**config.mk**
```make
export PLATFORM = sky130hd
export DESIGN_NAME = multicycle_control
export DESIGN_NICKNAME = d
export VERILOG_FILES = /design/src/rtl/multicycle_control.sv
export SDC_FILE = /design/constraint.sdc
export NUM_CORES = 1
export LEC_CHECK = 0
export BUFFER_PORTS_ARGS = -buffer_cell sky130_fd_sc_hd__buf_2
export CAP_MARGIN = 20
export CORE_MARGIN = 2
export CORE_UTILIZATION = 45
export DETAILED_ROUTE_END_ITERATION = 10
export GPL_TIMING_DRIVEN = 0
export HOLD_SLACK_MARGIN = 0.02
export PLACE_DENSITY = 0.85
export SYNTH_ARGS = -nofsm -noshare
export SYNTH_HDL_FRONTEND = slang
export SYNTH_SLANG_ARGS = --single-unit
```
**constraint.sdc**
```tcl
create_clock -name clk -period 2.6 [get_ports clk]
set_clock_uncertainty 0.1 [all_clocks]
set_input_delay 0 -clock clk [delete_from_list [all_inputs] [get_ports clk]]
set_output_delay 0 -clock clk [all_outputs]
set_load 0.02 [all_outputs]
```
**src/rtl/multicycle_control.sv**
```systemverilog
// rtl/multicycle_control.sv - multicycle control FSM for the ARM-subset processor
//
// Holds the decode context of the current instruction and keeps the NZCV flag
// register. It checks the condition field and steps the shared datapath
// through fetch, decode, execute, memory and writeback. Each cycle it drives
// one set of enables and mux selects.
//
// Ports:
//   clk        - system clock, rising edge
//   rst        - synchronous active-low reset
//   instr      - instruction register contents (cond/op/funct fields used)
//   flags_in   - NZCV from the registered ALU output
//   mem_ready  - memory accepted/completed the current request
//   mem_req    - memory access request
//   mem_write  - request is a store
//   adr_src    - memory address select (0 = PC, 1 = ALUOut)
//   ir_write   - instruction register load
//   pc_write   - PC load
//   reg_write  - register file write
//   result_src - result select (00 ALUOut, 01 read data, 10 ALU result)
//   alu_src_a  - ALU A select (0 = reg A, 1 = PC)
//   alu_src_b  - ALU B select (00 reg B, 01 ext imm, 10 const 4)
//   alu_ctrl   - ALU op (00 ADD, 01 SUB, 10 AND, 11 ORR)
//   imm_src    - immediate extension type (op field)
//   flags_out  - current NZCV register
//   state      - current state encoding (debug)
//   illegal    - one-cycle pulse on an undecodable instruction

module multicycle_control (
  input  logic        clk,
  input  logic        rst,
  input  logic [31:0] instr,
  input  logic [3:0]  flags_in,
  input  logic        mem_ready,
  output logic        mem_req,
  output logic        mem_write,
  output logic        adr_src,
  output logic        ir_write,
  output logic        pc_write,
  output logic        reg_write,
  output logic [1:0]  result_src,
  output logic        alu_src_a,
  output logic [1:0]  alu_src_b,
  output logic [1:0]  alu_ctrl,
  output logic [1:0]  imm_src,
  output logic [3:0]  flags_out,
  output logic [3:0]  state,
  output logic        illegal
);

  typedef enum logic [3:0] {
    FETCH    = 4'd0,
    DECODE   = 4'd1,
    MEMADR   = 4'd2,
    MEMREAD  = 4'd3,
    MEMWB    = 4'd4,
    MEMWRITE = 4'd5,
    EXECR    = 4'd6,
    EXECI    = 4'd7,
    ALUWB    = 4'd8,
    BRANCH   = 4'd9
  } state_t;

  localparam logic [3:0] CMD_AND = 4'b0000;
  localparam logic [3:0] CMD_SUB = 4'b0010;
  localparam logic [3:0] CMD_ADD = 4'b0100;
  localparam logic [3:0] CMD_CMP = 4'b1010;
  localparam logic [3:0] CMD_ORR = 4'b1100;

  state_t     state_q, state_d;
  logic [3:0] flags_q;

  logic [3:0] cond;
  logic [1:0] op;
  logic [5:0] funct;
  logic       i_bit, s_bit, u_bit;
  logic [3:0] cmd;
  logic       unused_bits;

  assign cond  = instr[31:28];
  assign op    = instr[27:26];
  assign funct = instr[25:20];
  assign i_bit = funct[5];
  assign cmd   = funct[4:1];
  assign s_bit = funct[0];   // S for data-processing, L for memory
  assign u_bit = funct[3];
  assign unused_bits = ^instr[19:0];

  // Standard ARM condition evaluation; f = {N, Z, C, V}.
  function automatic logic cond_true(input logic [3:0] c, input logic [3:0] f);
    logic n, z, cf, v;
    {n, z, cf, v} = f;
    case (c)
      4'h0:    cond_true = z;
      4'h1:    cond_true = !z;
      4'h2:    cond_true = cf;
      4'h3:    cond_true = !cf;
      4'h4:    cond_true = n;
      4'h5:    cond_true = !n;
      4'h6:    cond_true = v;
      4'h7:    cond_true = !v;
      4'h8:    cond_true = cf && !z;
      4'h9:    cond_true = !cf || z;
      4'hA:    cond_true = (n == v);
      4'hB:    cond_true = (n != v);
      4'hC:    cond_true = !z && (n == v);
      4'hD:    cond_true = z || (n != v);
      4'hE:    cond_true = 1'b1;
      default: cond_true = 1'b0;
    endcase
  endfunction

  logic       cmd_ok;
  logic       illegal_dec;
  logic       cond_ok;
  logic [1:0] cmd_alu;

  always_comb begin
    cmd_ok  = 1'b1;
    cmd_alu = 2'b00;
    case (cmd)
      CMD_AND: cmd_alu = 2'b10;
      CMD_SUB: cmd_alu = 2'b01;
      CMD_ADD: cmd_alu = 2'b00;
      CMD_CMP: cmd_alu = 2'b01;
      CMD_ORR: cmd_alu = 2'b11;
      default: cmd_ok  = 1'b0;
    endcase
  end

  // The cmd field is only meaningful for data-processing encodings.
  assign illegal_dec = (cond == 4'hF) || (op == 2'b11) || ((op == 2'b00) && !cmd_ok);
  assign cond_ok     = cond_true(cond, flags_q);

  always_ff @(posedge clk) begin
    if (!rst) begin
      state_q <= FETCH;
      flags_q <= 4'b0000;
    end else begin
      state_q <= state_d;
      if (state_q == ALUWB && (s_bit || cmd == CMD_CMP))
        flags_q <= flags_in;
    end
  end

  logic       mem_req_c, mem_write_c, adr_src_c, ir_write_c, pc_write_c;
  logic       reg_write_c, alu_src_a_c, illegal_c;
  logic [1:0] result_src_c, alu_src_b_c, alu_ctrl_c;

  always_comb begin
    state_d      = state_q;
    mem_req_c    = 1'b0;
    mem_write_c  = 1'b0;
    adr_src_c    = 1'b0;
    ir_write_c   = 1'b0;
    pc_write_c   = 1'b0;
    reg_write_c  = 1'b0;
    alu_src_a_c  = 1'b0;
    illegal_c    = 1'b0;
    result_src_c = 2'b00;
    alu_src_b_c  = 2'b00;
    alu_ctrl_c   = 2'b00;
    case (state_q)
      FETCH: begin
        mem_req_c    = 1'b1;
        alu_src_a_c  = 1'b1;
        alu_src_b_c  = 2'b10;
        result_src_c = 2'b10;
        if (mem_ready) begin
          ir_write_c = 1'b1;
          pc_write_c = 1'b1;
          state_d    = DECODE;
        end
      end
      DECODE: begin
        alu_src_a_c = 1'b1;
        alu_src_b_c = 2'b10;
        if (illegal_dec) begin
          illegal_c = 1'b1;
          state_d   = FETCH;
        end else if (!cond_ok) begin
          state_d = FETCH;
        end else begin
          case (op)
            2'b01:   state_d = MEMADR;
            2'b00:   state_d = i_bit ? EXECI : EXECR;
            default: state_d = BRANCH;
          endcase
        end
      end
      MEMADR: begin
        alu_src_b_c = 2'b01;
        alu_ctrl_c  = u_bit ? 2'b00 : 2'b01;
        state_d     = s_bit ? MEMREAD : MEMWRITE;
      end
      MEMREAD: begin
        mem_req_c = 1'b1;
        adr_src_c = 1'b1;
        if (mem_ready) state_d = MEMWB;
      end
      MEMWB: begin
        reg_write_c  = 1'b1;
        result_src_c = 2'b01;
        state_d      = FETCH;
      end
      MEMWRITE: begin
        mem_req_c   = 1'b1;
        mem_write_c = 1'b1;
        adr_src_c   = 1'b1;
        if (mem_ready) state_d = FETCH;
      end
      EXECR: begin
        alu_ctrl_c = cmd_alu;
        state_d    = ALUWB;
      end
      EXECI: begin
        alu_src_b_c = 2'b01;
        alu_ctrl_c  = cmd_alu;
        state_d     = ALUWB;
      end
      ALUWB: begin
        reg_write_c = (cmd != CMD_CMP);
        state_d     = FETCH;
      end
      BRANCH: begin
        alu_src_b_c  = 2'b01;
        result_src_c = 2'b10;
        pc_write_c   = 1'b1;
        state_d      = FETCH;
      end
      default: state_d = FETCH;
    endcase
  end

  // Reset overrides every enable and select combinationally.
  assign mem_req    = rst && mem_req_c;
  assign mem_write  = rst && mem_write_c;
  assign adr_src    = rst && adr_src_c;
  assign ir_write   = rst && ir_write_c;
  assign pc_write   = rst && pc_write_c;
  assign reg_write  = rst && reg_write_c;
  assign alu_src_a  = rst && alu_src_a_c;
  assign illegal    = rst && illegal_c;
  assign result_src = rst ? result_src_c : 2'b00;
  assign alu_src_b  = rst ? alu_src_b_c : 2'b00;
  assign alu_ctrl   = rst ? alu_ctrl_c : 2'b00;
  assign imm_src    = rst ? op : 2'b00;
  assign flags_out  = flags_q;
  assign state      = state_q;

endmodule
```
Yosys cells after proc, flatten, opt, wreduce, memory -nomap -nowiden
Cells that the tools add are included.
{ "op_classes": {"eq_ne": 36, "muxes": 30, "n_reduce_logical": 35} }
{ "op_table": {"columns": ["operator", "count"], "rows": [
  ["$eq A4 B4 Y1 const B", 12],
  ["$eq A4 B3 Y1 const B", 9],
  ["$pmux W4 S6", 1],
  ["$eq A4 B2 Y1 const B", 5],
  ["$mux W4", 5],
  ["$pmux W1 S15", 1],
  ["$logic_and A1 B1 Y1", 12],
  ["$logic_not A4 Y1", 3],
  ["$pmux W2 S2", 3],
  ["$mux W1", 11],
  ["$reduce_or A2 Y1", 5],
  ["$eq A4 B1 Y1 const B", 2],
  ["$mux W2", 4],
  ["$pmux W4 S2", 1],
  ["$ne A2 B2 Y1 const B", 3],
  ["$pmux W2 S3", 1],
  ["$reduce_or A3 Y1", 2],
  ["$logic_not A1 Y1", 5],
  ["$logic_or A1 B1 Y1", 5],
  ["$reduce_or A5 Y1", 1],
  ["$ne A4 B4 Y1 const B", 1],
  ["$pmux W1 S2", 2],
  ["$mux W3", 1],
  ["$reduce_and A3 Y1", 1],
  ["5 further kinds", 5]
]} }
{ "word_totals": {"reg_bits": 8, "in_bits": 39, "output_inout_bits": 24} }

Depth between registers and ports, before layout
Gate-level depths: netlist of run 1.
{ "depth": {"depth_word": 9, "ltp_mapped": 6, "ltp_nobuf": 5} }

Least setup slack after synthesis of run 1
No wires, ideal clock.
{ "synth_path": {"kind": "flip-flop to flip-flop", "from": "register flags_q[1] (netlist: flags_out[1])", "to": "register state_q[0] (netlist: state[0])", "arrival_time_ns": 1.579, "t_required_ns": 2.413, "path_slack_ns": 0.834, "path_stages_with_launch": 6, "synth_period_minus_slack_ns": 1.766, "path_cell_list": "dfxtp_1 or3b_1 a211o_1 a31oi_1 a211oi_2 o31ai_1"} }
{ "synth_via": {"elab_chain_len": 6, "elab_cells_between_ends": 7} }
{ "synth_rtl": {"columns": ["item", "line", "source"], "rows": [
  ["start, declared", "71", "logic [3:0] flags_q;"],
  ["start signal, assigned", "142", "flags_q <= flags_in;"],
  ["$logic_not A1 Y1", "97, 103", null],
  ["$logic_or A1 B1 Y1", "103", "4'h9: cond_true = !cf || z;"],
  ["$pmux W1 S15 *", "93", "case (c)"],
  ["$mux W4 *", "181", "end else if (!cond_ok) begin"],
  ["$mux W4 *", "178", "if (illegal_dec) begin"],
  ["$pmux W4 S6 *", "163", "case (state_q)"],
  ["end signal, assigned", "140", "state_q <= state_d;"],
  ["end, declared", "70", "state_t state_q, state_d;"]
]} }
Every way passes the cells marked *; elsewhere a longest branch is shown, timed or not.
A chain may end at the register's enable or synchronous reset.

==> impl_metrics.json, run 1 <==
{
  "utilization_pct": 65.63,
  "endpoint_kind": "register",
  "pre_cts_ws_ns": 0.8196,
  "drive_above_1_share_pct": 32.07,
  "clock_sinks": 8,
  "register_area_um2": 160.2,
  "clock_latency_ns": 0.26,
  "setup_viol": 0,
  "cts_resized": 0,
  "p_total_uw": 369.5,
  "grt_pass1_wl_mm": 4.367,
  "clk_pin_slew_ns": 0.06,
  "synth.most_common_cell": "nand2_1",
  "fin_setup_tns_ns": 0,
  "power_per_cell_area_mw_per_mm2": 281.2,
  "clock-root-buffer": "clkbuf_4",
  "drc": 0,
  "relSlewSlack_pct": 71.78,
  "period_minus_slack_ns": 2.335,
  "max_freq_mhz": 428.2,
  "synth_cell_types": 46,
  "fin_cells": 211,
  "io_buffers": 40,
  "wire_per_inst_um": 12.38,
  "grt_max_degree": 11,
  "synthAdderAreaFrac_pct": 0,
  "tritoncts": "done",
  "yosysSeqAreaShare_pct": 16.56,
  "synth.area.top_cells": "dfxtp_1 17%, mux2i_1 7.2%, nor2b_1 6.5%",
  "timing.rr.end": "state[3]$_SDFFE_PN0P_",
  "cp_data_arrival_time_ns": 2.43,
  "worst_slack_ns": 0.2648,
  "hold_end": "state[1]$_SDFFE_PN0P_",
  "synth_xor_area_share_pct": 3.622,
  "grt_overflow": 0,
  "tightest_slew_ns": 0.4214,
  "numCtsBuffers": 3,
  "cp_slowest_cell": "dlygate4sd3_1",
  "grtUsageMet1_pct": 27.59,
  "die_h_um": 50.36,
  "grt_usage_pct": 21.84,
  "status": "completed",
  "antenna_found_initial": 0,
  "reg2reg_depth": 7,
  "fillers": 179,
  "placed_cells": 199,
  "slowest_delay_ns": 0.58,
  "netlist.area_leader.share_pct": 16.56,
  "fin_crit_sh_pct": 89.81,
  "worst_setup_path_start_kind": "input pin",
  "ir_drop_v": 0.0002641,
  "holdCritPathClass": "in2reg",
  "report.final.hold_viol_count": 0,
  "hold_slack_ns": 0.09761,
  "grt_pass1_vias": 1010,
  "htreeDepth": 1,
  "netlist_area_um2": 967.2,
  "wirelength_mm": 2.612,
  "final_antenna_net_count": 0,
  "synth_ff_type": "dfxtp_1",
  "synth-simple-area-share_pct": 40.88,
  "postSynth.asyncResetShare_pct": 0,
  "clockBufferDepth": 2,
  "critPathMaxFanout": 7,
  "required_ns": 2.70,
  "core_mm2": 0.002002,
  "drtPass1Iterations": 4,
  "synthMuxAreaShare_pct": 8.409,
  "top_usage_layer": "met2",
  "dp_hpwl_mm": 1.959,
  "dieWidth_um": 50.36,
  "rows": 16,
  "synth_commonest_cells": "11 x nand2_1, 10 x nor2b_1, 9 x nor2_1",
  "syn_inst": 132,
  "drv_slew": 0,
  "synth_top_family_by_area": "simple AND/OR/NAND/NOR gates",
  "drt_first_iter_violations": 23,
  "multi_input_area_um2": 719.4,
  "area_growth_pct": 35.83,
  "grt.met3_usage_pct": 4.167,
  "synth_compound_area_share_pct": 21.47,
  "grtUsageMet2_pct": 36.62,
  "hold-path-cell-count": 5,
  "initial_core_util_pct": 48.31,
  "synth_enable_flop_cells": 0,
  "vias": 1143,
  "place_area_mm2": 0.001201,
  "rr_startpoint": "state[2]$_SDFFE_PN0P_",
  "rsz0062_at_grt": "false",
  "leakage_nw": 0.6312,
  "finish.instance_area_mm2": 0.001314,
  "yosys_warnings": 0,
  "maxCapViolations": 0,
  "worstSetupPathType": "in2reg",
  "num_antenna_cells": 0,
  "ys_ff_latch": 8,
  "nNetsFinal": 225,
  "viasPerCell": 5.417,
  "path_common_cell": "dlygate4sd3_1",
  "path_cells": "dlygate4sd3_1 > buf_2 > nor3b_2 > nand3_1 > a211oi_1 > a211oi_2 > o32ai_1 > dlygate4sd3_1",
  "ioPinCount": 63,
  "syn_nets": 171,
  "avgSynthCellArea_um2": 7.327,
  "gp_congestion": 0.8263,
  "rrSetupSlack_ns": 0.28,
  "dieArea_mm2": 0.002536,
  "min-delay-start": "instr[20]",
  "synth.largest_area_cell": "dfxtp_1"
}
==> registers in the layout (all words and copies together) (netlist names) <==
signal,cells
flags_out,4
state,4
==> report_power, final <==
part	switching (mW)	internal, mW	total (mW)
Clock	0.0448	0.0530	0.0978
Sequential	0.00397	0.125	0.129
Combinational	0.0780	0.0643	0.142
==> metal layers <==
layer	vias up	routed length (um)	part of all wire (%)
met4	0	27	1.0
met5	-	0	0
li1	582	-	-
met2	41	1252	48
met1	518	1173	45
met3	2	158	6.0
==> layout make-up <==
cell class,instances,share of cell area [%]
tap,27,2.571
inverter,5,1.429
buffer,11,5.238
sequential,8,12.19
multi-input combinational,108,54.76
clock buffer,3,1.714
timing repair buffer,49,22.10
==> worst max path at each step <==
| stage | cells after the start | end | slack (ns) | startpoint |
|---|---|---|---|---|
| after floorplan | 5 | state[0]$_SDFFE_PN0P_ | 0.83 | flags_out[1]$_SDFFE_PN0P_ |
| after global placement | 6 | state[1]$_SDFFE_PN0P_ | 0.83 | state[2]$_SDFFE_PN0P_ |
| after detailed placement | 6 | state[1]$_SDFFE_PN0P_ | 0.82 | state[2]$_SDFFE_PN0P_ |
| after CTS | 7 | state[3]$_SDFFE_PN0P_ | 0.28 | state[2]$_SDFFE_PN0P_ |
| after global routing | 7 | state[3]$_SDFFE_PN0P_ | 0.14 | state[2]$_SDFFE_PN0P_ |
| final | 8 | state[3]$_SDFFE_PN0P_ | 0.26 | rst |
==> worst max-delay path: cells and delay by family <==
kind	cells	cell delay, ns
buffers and inverters	3	1.27
and+or+nand+nor	2	0.54
AOI/OAI and AO/OA	3	0.63
==> what timing repair did <==
item / CTS / global route
hold buffers: 9 / 0
buffers inserted: 0 / 0
endpoints found under the hold margin: 8 / 0
==> cell families after synthesis <==
kind of cell,count (synthesis)
and+or+nand+nor,67
xor gates and xnor gates,4
buffers and inverters,16
DFF,8
muxes,8
AOI/OAI and AO/OA,29
==> layout by cell type, fill, tap and decap left out, types with 5 or more instances in the layout <==
master          n
nor2_1          9
dfxtp_1         8
nor3_1          5
inv_1           5
a21oi_1         5
nand2_1        11
buf_2          40
clkbuf_1        6
mux2i_1         7
nor2b_1        10
and3_1          5
dlygate4sd3_1   9
Note: power is estimated with default switching activity, not from simulation.
==> run 2, diff against run 1 <==
--- a/config.mk
+++ b/config.mk
@@ -8,11 +8,11 @@
 export BUFFER_PORTS_ARGS = -buffer_cell sky130_fd_sc_hd__buf_2
 export CAP_MARGIN = 20
 export CORE_MARGIN = 2
-export CORE_UTILIZATION = 45
+export CORE_UTILIZATION = 40
 export DETAILED_ROUTE_END_ITERATION = 10
 export GPL_TIMING_DRIVEN = 0
 export HOLD_SLACK_MARGIN = 0.02
-export PLACE_DENSITY = 0.85
+export PLACE_DENSITY = 0.77
 export SYNTH_ARGS = -nofsm -noshare
 export SYNTH_HDL_FRONTEND = slang
 export SYNTH_SLANG_ARGS = --single-unit
==> run 2 against run 1 <==
Hold slack gained 0.00065 ns. Die area increased by 11%. Largest power group unchanged. Count of clock-buffer cells in the layout unchanged. Sequential share of layout area is essentially flat. Critical path depth down 1. Highest routed layer unchanged.
==> impl_metrics.json, run 2 (same netlist as run 1, synthesis figures left out) <==
{
  "status": "completed",
  "ioPinCount": 63,
  "drc": 0,
  "final_cell_mix": "40 x buf_2, 11 x nand2_1, 10 x nor2b_1",
  "period_minus_slack_ns": 2.400,
  "report.final.hold_viol_count": 0,
  "final_antenna_net_count": 0,
  "cp_data_arrival_time_ns": 2.44,
  "reg2reg_depth": 7,
  "hold_slack_ns": 0.09827,
  "p_switching_uw": 127.2,
  "htreeDepth": 1,
  "drt_first_iter_violations": 22,
  "gp_congestion": 0.8388,
  "fin_cells": 212,
  "internal_power_uw": 242.6,
  "drive_above_1_share_pct": 32.07,
  "rsz0062_at_grt": "false",
  "endpoint_kind": "register",
  "tightest_slew_ns": 0.4305,
  "critPathMaxFanout": 9,
  "maxCapViolations": 0,
  "grt_pass1_wl_mm": 4.733,
  "io_buffers": 40,
  "ir_drop_v": 0.0002602,
  "wire_per_inst_um": 13.34,
  "clk_pin_slew_ns": 0.06,
  "p_sw_share_pct": 34.40,
  "worst_setup_path_start_kind": "register",
  "grt_usage_pct": 22.27,
  "hold-path-cell-count": 5,
  "p_total_uw": 369.8,
  "fin_setup_tns_ns": 0,
  "power_frac_seq_pct": 35.0,
  "holdCritPathClass": "in2reg",
  "relSlewSlack_pct": 71.17,
  "clockBufferDepth": 2,
  "power_frac_comb_pct": 39.0,
  "nNetsFinal": 225,
  "viasPerCell": 5.519,
  "core_mm2": 0.002255,
  "drtPass1Iterations": 4,
  "area_growth_pct": 35.96,
  "rows": 17,
  "vias": 1170,
  "max_freq_mhz": 416.6,
  "clock-root-buffer": "clkbuf_4",
  "leakage_nw": 0.6312,
  "die_h_um": 53.17,
  "dp_hpwl_mm": 2.033,
  "power_per_cell_area_mw_per_mm2": 281.2,
  "cts_resized": 0,
  "antenna_found_initial": 0,
  "pwr-share-clk_pct": 26.0,
  "setup_viol": 0,
  "slowest_delay_ns": 0.57,
  "dieWidth_um": 53.17,
  "final_common_cell": "buf_2",
  "rrSetupSlack_ns": 0.20,
  "tritoncts": "done",
  "clock_sinks": 8,
  "dieArea_mm2": 0.002827,
  "initial_core_util_pct": 42.90,
  "numCtsBuffers": 3,
  "drv_slew": 0,
  "placed_cells": 200,
  "fin_crit_sh_pct": 92.32,
  "clock_latency_ns": 0.26,
  "num_antenna_cells": 0,
  "grt_overflow": 0,
  "grt_max_degree": 11,
  "cp_slowest_cell": "dlygate4sd3_1",
  "grt_pass1_vias": 1076,
  "wirelength_mm": 2.829,
  "worstSetupPathType": "reg2reg",
  "fillers": 218,
  "path_cells": "clkbuf_1 > and2b_2 > nand3_1 > nor2_1 > a211oi_2 > o32ai_1 > dlygate4sd3_1",
  "required_ns": 2.64
}
[run 2: cell counts in the layout (fill, tap and decap cells not counted)]
No cell type changed its count.
[run 2: stage by stage]
stage	setup slack (ns)	util, %	cell area [um^2]
3_3_place_gp	0.8121	53.33	1202
2_1_floorplan	0.8340	-	967.2
6_report	0.1998	58.32	1315
4_1_cts	0.2472	58.32	1315
3_5_place_dp	0.7963	53.33	1202
5_1_grt	0.04369	58.32	1315
[run 2: path summary, 6_finish.rpt]
path	to	startpoint
setup / recovery	state[3]$_SDFFE_PN0P_	state[2]$_SDFFE_PN0P_
hold / removal	state[1]$_SDFFE_PN0P_	instr[20]
setup reg to reg	state[3]$_SDFFE_PN0P_	state[2]$_SDFFE_PN0P_
hold reg to reg	flags_out[2]$_SDFFE_PN0P_	flags_out[2]$_SDFFE_PN0P_
[run 2: power by group through the flow]
stage	Sequential, mW	Combinational [mW]	Clock [mW]
finish	0.129	0.144	0.0961
global route	0.130	0.158	0.106
CTS	0.129	0.142	0.0970
detailed placement	0.132	0.132	0
global placement	0.132	0.129	0
floorplan	0.134	0.0848	0
[run 2: what timing repair did]
| item | in CTS | in global routing |
|---|---|---|
| endpoints found under the hold margin | 8 | 0 |
| hold buffers | 9 | 0 |
| buffers inserted | 0 | 0 |
[run 2: critical path: cells and delay by family (launching register included)]
family	cells	cell delay, ns
flops	1	0.32
buf+inv	2	0.89
compound gates	2	0.51
simple gates	3	0.47
[run 2: cell type report]
type / count / area, um^2 / share of cell area (%)
Buffer: 11 / 68.82 / 5.233
Clock buffer: 3 / 22.52 / 1.713
Inverter: 5 / 18.77 / 1.427
Multi-Input combinational cell: 108 / 719.4 / 54.71
Sequential cell: 8 / 160.2 / 12.18
Tap cell: 28 / 35.03 / 2.664
Timing Repair Buffer: 49 / 290.3 / 22.07
[run 2: routing by layer]
layer / track usage, % / vias to the layer above / routed length [um]
met5: 0 / - / 0
met4: 5.556 / 0 / 13
met3: 4.520 / 5 / 180
met2: 37.50 / 49 / 1389
met1: 28.82 / 532 / 1246
li1: - / 584 / -
